`src/rtl/input_cond_pkg.sv`:
```
// Shared types and sizing helpers for the input conditioner.
// Latency: n/a (compile-time only).
// Backpressure: n/a.
package input_cond_pkg;

    typedef enum logic [1:0] {
        REL   = 2'd0,
        DELAY = 2'd1,
        RPT   = 2'd2
    } rpt_state_t;

    // Bits needed to hold 0..limit-1, never less than one bit.
    function automatic int cnt_width(input int limit);
        return (limit <= 1) ? 1 : $clog2(limit);
    endfunction

    function automatic int max_int(input int a, input int b);
        return (a > b) ? a : b;
    endfunction

endpackage

```
`src/rtl/input_cond_ch.sv`:
```
// One conditioned input: synchroniser, polarity, debounce and auto-repeat FSM.
// Latency: SYNC_STAGES + DEBOUNCE_CYCLES edges from a clean raw change to level/pulse.
// Backpressure: none; pulses are single-cycle and cannot be stalled.
module input_cond_ch
    import input_cond_pkg::*;
#(
    parameter int   SYNC_STAGES     = 2,
    parameter int   DEBOUNCE_CYCLES = 50000,
    parameter logic INVERT          = 1'b1,
    parameter int   REPEAT_DELAY    = 25000000,
    parameter int   REPEAT_PERIOD   = 5000000
) (
    input  logic clk,
    input  logic rst,
    input  logic raw_in,
    input  logic repeat_en,
    output logic level,
    output logic press,
    output logic release_pulse,
    output logic is_repeat
);

    localparam int DW = cnt_width(DEBOUNCE_CYCLES);
    localparam int RW = max_int(cnt_width(REPEAT_DELAY), cnt_width(REPEAT_PERIOD));

    localparam logic [DW-1:0] DB_LAST = DW'(DEBOUNCE_CYCLES - 1);
    localparam logic [RW-1:0] RD_LAST = RW'(REPEAT_DELAY - 1);
    localparam logic [RW-1:0] RP_LAST = RW'(REPEAT_PERIOD - 1);

    logic [SYNC_STAGES-1:0] sync_q, sync_d;
    logic [DW-1:0]          cnt_q, cnt_d;
    logic [RW-1:0]          rc_q, rc_d;
    rpt_state_t             state_q, state_d;
    logic                   level_q, level_d;
    logic                   press_q, press_d;
    logic                   rel_q, rel_d;
    logic                   isr_q, isr_d;

    logic s;
    logic toggle;
    logic rise;
    logic fall;

    // Shift the raw pin into the synchroniser chain and undo the pin polarity.
    always_comb begin
        sync_d = {sync_q[SYNC_STAGES-2:0], raw_in};
        s      = sync_q[SYNC_STAGES-1] ^ INVERT;
    end

    // Debounce: accept a change only after it has been stable for DEBOUNCE_CYCLES edges.
    always_comb begin
        level_d = level_q;
        cnt_d   = '0;
        toggle  = 1'b0;
        if (s != level_q) begin
            if (cnt_q == DB_LAST) begin
                level_d = ~level_q;
                toggle  = 1'b1;
            end else begin
                cnt_d = cnt_q + 1'b1;
            end
        end
        rise = toggle & ~level_q;
        fall = toggle & level_q;
    end

    // Edge pulses and auto-repeat; a release edge always wins over a due repeat.
    always_comb begin
        state_d = state_q;
        rc_d    = rc_q;
        press_d = 1'b0;
        rel_d   = 1'b0;
        isr_d   = 1'b0;
        if (fall) begin
            state_d = REL;
            rc_d    = '0;
            rel_d   = 1'b1;
        end else if (rise) begin
            state_d = DELAY;
            rc_d    = '0;
            press_d = 1'b1;
        end else begin
            case (state_q)
                DELAY, RPT: begin
                    if (!repeat_en) begin
                        // Disabling restarts the full initial delay.
                        state_d = DELAY;
                        rc_d    = '0;
                    end else if (rc_q == ((state_q == DELAY) ? RD_LAST : RP_LAST)) begin
                        state_d = RPT;
                        rc_d    = '0;
                        press_d = 1'b1;
                        isr_d   = 1'b1;
                    end else begin
                        rc_d = rc_q + 1'b1;
                    end
                end
                default: begin
                    state_d = REL;
                    rc_d    = '0;
                end
            endcase
        end
    end

    // All channel state, including the repeat FSM, registered in one place.
    always_ff @(posedge clk or posedge rst) begin
        if (rst) begin
            sync_q  <= {SYNC_STAGES{INVERT}};
            cnt_q   <= '0;
            rc_q    <= '0;
            state_q <= REL;
            level_q <= 1'b0;
            press_q <= 1'b0;
            rel_q   <= 1'b0;
            isr_q   <= 1'b0;
        end else begin
            sync_q  <= sync_d;
            cnt_q   <= cnt_d;
            rc_q    <= rc_d;
            state_q <= state_d;
            level_q <= level_d;
            press_q <= press_d;
            rel_q   <= rel_d;
            isr_q   <= isr_d;
        end
    end

    assign level         = level_q;
    assign press         = press_q;
    assign release_pulse = rel_q;
    assign is_repeat     = isr_q;

endmodule

```
`src/rtl/input_conditioner.sv`:
```
// Multi-channel button/switch front end: clean level plus press/release/repeat pulses.
// Latency: SYNC_STAGES + DEBOUNCE_CYCLES edges from a clean raw change to outputs.
// Backpressure: none; consumers must take pulses in the cycle they appear.
module input_conditioner
    import input_cond_pkg::*;
#(
    parameter int              NUM_CH          = 4,
    parameter int              SYNC_STAGES     = 2,
    parameter int              DEBOUNCE_CYCLES = 50000,
    parameter logic [NUM_CH-1:0] INVERT_MASK   = {NUM_CH{1'b1}},
    parameter int              REPEAT_DELAY    = 25000000,
    parameter int              REPEAT_PERIOD   = 5000000
) (
    input  logic              clk,
    input  logic              rst,
    input  logic [NUM_CH-1:0] raw_in,
    input  logic [NUM_CH-1:0] repeat_en,
    output logic [NUM_CH-1:0] level,
    output logic [NUM_CH-1:0] press,
    // "release" is a reserved word, hence the suffix.
    output logic [NUM_CH-1:0] release_pulse,
    output logic [NUM_CH-1:0] is_repeat
);

    // Channels share nothing; each gets its own conditioner.
    for (genvar i = 0; i < NUM_CH; i++) begin : g_ch
        input_cond_ch #(
            .SYNC_STAGES    (SYNC_STAGES),
            .DEBOUNCE_CYCLES(DEBOUNCE_CYCLES),
            .INVERT         (INVERT_MASK[i]),
            .REPEAT_DELAY   (REPEAT_DELAY),
            .REPEAT_PERIOD  (REPEAT_PERIOD)
        ) u_ch (
            .clk          (clk),
            .rst          (rst),
            .raw_in       (raw_in[i]),
            .repeat_en    (repeat_en[i]),
            .level        (level[i]),
            .press        (press[i]),
            .release_pulse(release_pulse[i]),
            .is_repeat    (is_repeat[i])
        );
    end

endmodule

```
`config.mk`:
```
export PLATFORM = sky130hd
export DESIGN_NAME = input_conditioner
export DESIGN_NICKNAME = d
export VERILOG_FILES = /design/src/rtl/input_cond_pkg.sv /design/src/rtl/input_cond_ch.sv /design/src/rtl/input_conditioner.sv
export SDC_FILE = /design/constraint.sdc
export NUM_CORES = 1
export LEC_CHECK = 0
export BUFFER_PORTS_ARGS = -buffer_cell sky130_fd_sc_hd__buf_2
export CAP_MARGIN = 40
export CORE_AREA = 2 2 182 184
export DETAILED_ROUTE_END_ITERATION = 7
export DIE_AREA = 0 0 184 186
export GPL_TIMING_DRIVEN = 0
export SLEW_MARGIN = 40
export SYNTH_ARGS = -nofsm -noshare
export SYNTH_HDL_FRONTEND = slang
export SYNTH_HIERARCHICAL = 1
export SYNTH_SLANG_ARGS = --single-unit
```
`constraint.sdc`:
```
create_clock -name clk -period 2.2 [get_ports clk]
set_clock_uncertainty 0.05 [all_clocks]
set_input_delay 0.55 -clock clk [delete_from_list [all_inputs] [get_ports clk]]
set_output_delay 0.55 -clock clk [all_outputs]
set_load 0.05 [all_outputs]
```
==> summary.md <==
| Metric | Value |
|---|---|
| Gr usage total | `11.1%` |
| Hold-fix buffers, CTS | `0` |
| Register bit total from synthesis | `a little under 200` |
| Fmax | `~0.43 GHz` |
| Met3 GRT Util | `between 2 and 3%` |
| Vias per cell | `about 4.7` |
| CTS tree | `built` |
| Syn_nets | `around 940` |
| Post-synthesis sequential area ratio | `about 50%` |
| Vias | `6762` |
| CP startpoint kind | `flip-flop` |
| Number of enable flip-flop cells after synthesis | `0` |
| Met2 Resource Use GR | `between 10% and 20%` |
| Diodes inserted | `0` |
| Slew at the pin closest to its max-slew limit | `0.708 ns` |
| Max Cap Viol | `0` |
| Initial Utilization | `29.7%` |
| Ys async rst share | `100%` |
| Antenna violations before repair | `0` |
| Status | `finished with violations` |
| Slew Viols, Final | `0` |
| First DRT Iteration DRCs | `around 280` |
| Most Used Layer, Global Route | `met2` |
| Number of core rows | `66` |
| Unrepaired setup endpoints after global routing | `true` |
| Clock transition at path regs | `about 0.08 ns` |
| Area added between synthesis and finish | `23.0%` |
| Worst setup margin | `-0.152 ns` |
| Die footprint | `roughly 0.034 mm^2` |
| Largest net degree at the start of global routing | `40` |
| Clock root buffer | `clkbuf_16` |
| Nets | `roughly 1000` |
| Final setup viols | `27` |
| Distinct cells, synth | `43` |
| Fin crit share | `107%` |
| CTS Buf Count | `17` |
| GP Congestion | `between 0.7 and 0.8` |
| Failing checks | `setup timing` |
| Synth top area share | `49.3%` |
| Hold Path Class | `input port to async pin` |
| # port buffers | `25` |
| DIE WIDTH | `between 150 and 200 um` |
| Synth area leader | `dfrtp_1` |
| Layout cells sized above 1 | `between 20% and 30%` |
| Top cells by area, synth | `dfrtp_1 49%, xor2_1 7.6%, xnor2_1 6.1%` |
| Slew margin rel. | `52.4%` |
| Pre-antenna DRT Iters | `4` |
| Post-DP HPWL | `between 10000 and 15000 um` |
| Fin util | `approximately 36%` |
| Crit path kind | `flip-flop to flip-flop` |
| Synth warn | `6` |
| Endpoints failing hold | `0` |
| R2R depth | `7` |
| Post-synth top flop | `dfrtp_1` |
| Peak supply drop | `~0.57 mV` |
| Post-DRT Antenna Nets | `0` |
| Boundary pin count | `26` |
| Setup crit end kind | `flip-flop` |
| Critical path arrival | `2.63 ns` |
| Cells after synthesis | `slightly above 900` |
| Wire length per cell | `roughly 13 um` |
| Clk buf depth | `2` |
| Vias in the first global route | `~6500` |
| DRC viols | `0` |
| Total congestion overflow | `0` |
| Core area | `between 0.03 and 0.04 mm^2` |
| Final total power | `about 7.0 mW` |
| Clk sink count | `196` |
| Chip height | `approximately 190 um` |
| GRT met1 Usage | `between 10 and 15%` |
| Avg Inst Size Synth | `a little over 10 um^2` |
| Crit-path max FO | `6` |
| Mapped cell area | `approximately 0.0095 mm^2` |
| PwrDens | `592 mW/mm^2` |
| First-pass GRT wire length | `31200 um` |
| H-Tree Depth | `4` |
| WL final | `roughly 18000 um` |
| Leakage Power | `roughly 4.7 nW` |
| Period minus WS final | `approximately 2.4 ns` |
| Worst skew pair latency | `between 0.4 and 0.5 ns` |
| Required time worst endpoint | `between 2 and 2.5 ns` |
## cell type report
cell class | instances | area [um^2]
plain buffers | 20 | 258
clock buffers | 18 | 439
clock inverters | 14 | 141
fillers | 3224 | 20500
inverters | 26 | 108
multi-input cells | 677 | 4660
flip-flops and latches | 196 | 4920
well taps | 408 | 510
repair buffers | 75 | 703
## path summary, 6_finish.rpt
kind / start / slack [ns] / to
min reg2reg: g_ch[2].u_ch/sync_q[0]$_DFF_PP1_ / 0.31 / g_ch[2].u_ch/sync_q[1]$_DFF_PP1_
max: g_ch[3].u_ch/rc_q[23]$_DFF_PP0_ / -0.15 / g_ch[3].u_ch/rc_q[7]$_DFF_PP0_
min in group clk: raw_in[1] / 0.15 / g_ch[1].u_ch/sync_q[0]$_DFF_PP1_
min: rst / 0.07 / g_ch[0].u_ch/rc_q[2]$_DFF_PP0_
max reg2reg: g_ch[3].u_ch/rc_q[23]$_DFF_PP0_ / -0.15 / g_ch[3].u_ch/rc_q[7]$_DFF_PP0_
max in group asynchronous: rst / 1.48 / g_ch[2].u_ch/sync_q[1]$_DFF_PP1_
## report_power, final
part           internal [mW]  leakage, nW  total (mW)  switching (mW)
logic                 0.0762         1.75       0.215           0.139
clock network           1.63        0.289        3.08            1.45
registers               3.64         2.68        3.66          0.0260
total                   5.34         4.72        6.96            1.62
## cell usage in the layout (no fill, tap or decap), drive strengths merged, types with 4 or more instances in the layout
cell | netlist | layout
nand2b | 7 | 7
nand3 | 56 | 56
clkbuf | 5 | 31
nand4b | 4 | 4
a21oi | 10 | 10
nor4 | 13 | 13
inv | 26 | 32
xor2 | 83 | 83
and3 | 27 | 27
and4 | 12 | 12
or4 | 14 | 14
xnor2 | 67 | 67
nand4 | 47 | 47
and2 | 4 | 4
or4b | 4 | 4
nand2 | 58 | 58
or3 | 7 | 7
dfrtp | 188 | 188
nor3 | 19 | 19
o21ai | 12 | 12
ha | 12 | 12
nor2 | 197 | 197
buf | 15 | 82
o31ai | 4 | 4
a2111o | 4 | 4
dfstp | 8 | 8
clkinv | 0 | 7
## flip-flops by register name (all words and copies together) (netlist names)
register and count:
g_ch.u_ch/cnt_q 64, g_ch.u_ch/level 4, g_ch.u_ch/rc_q 100, g_ch.u_ch/is_repeat 4, g_ch.u_ch/state_q 8, g_ch.u_ch/sync_q 8, g_ch.u_ch/release_pulse 4, g_ch.u_ch/press 4
## cells in the mapped netlist (3+ instances only)
library cell / count
nand4b_1: 4
nand2b_1: 7
xnor2_1: 67
a2111o_1: 4
dfstp_2: 8
xor2_1: 83
or4_1: 11
nand3_1: 56
or3_1: 7
a211o_1: 3
and3_1: 27
nand4bb_1: 3
nor4_4: 3
nor2_2: 60
nand2_1: 55
nor4_1: 10
and4_1: 12
inv_1: 26
ha_1: 12
o31ai_1: 4
buf_6: 4
nand4_1: 47
o21ai_0: 12
dfrtp_1: 188
or4bb_1: 3
or4b_4: 3
or4_4: 3
buf_4: 3
nor3_1: 19
buf_12: 6
a21oi_1: 10
nor2_1: 137
and2_1: 4
nand2_2: 3
clkbuf_1: 5
## cell families after synthesis
family / after synthesis / share of synthesized area [%]
and+or+nand+nor: 481 / 27.4
DFF: 196 / 51.5
xor gates and xnor gates: 150 / 13.8
buffers and inverters: 46 / 3.50
AOI/OAI and AO/OA: 34 / 2.29
adders and majority gates: 12 / 1.57
## critical path, stage by stage (launching register included)
cell	delay, ns
dfrtp_1	0.39
or4_1	0.51
or4b_1	0.48
a2111o_1	0.34
nand2b_1	0.11
buf_6	0.16
clkbuf_16	0.16
nor2_2	0.04
## metal layers
metal | wire length [um] | vias up
met5 | 0 | -
met4 | 199 | 0
met3 | 465 | 16
met2 | 8760 | 63
met1 | 9030 | 3356
li1 | - | 3327
## through the flow
| stage | worst slack [ns] | hold slack, ns | instance area [um^2] | cells | setup TNS (ns) |
|---|---|---|---|---|---|
| after detailed placement | -0.293 | 0.298 | 10300 | 1356 | -6.78 |
| after global placement | -0.367 | 0.296 | 10200 | 1352 | -72.19 |
| after CTS | -0.277 | 0.0722 | 11000 | 1397 | -6.95 |
| after floorplan | -0.0699 | 0.295 | 9550 | 919 | -1.38 |
| after global routing | -0.232 | 0.0774 | 11700 | 1434 | -8.94 |
| final | -0.152 | 0.0698 | 11700 | 1434 | -3.45 |
## what timing repair did
action,CTS,global route
endpoints found under the setup margin,74,130
buffers inserted,9,29
gates resized for setup,7,89
cloned,0,8
pin swaps,6,56
Power figures use the tool's default switching activity.
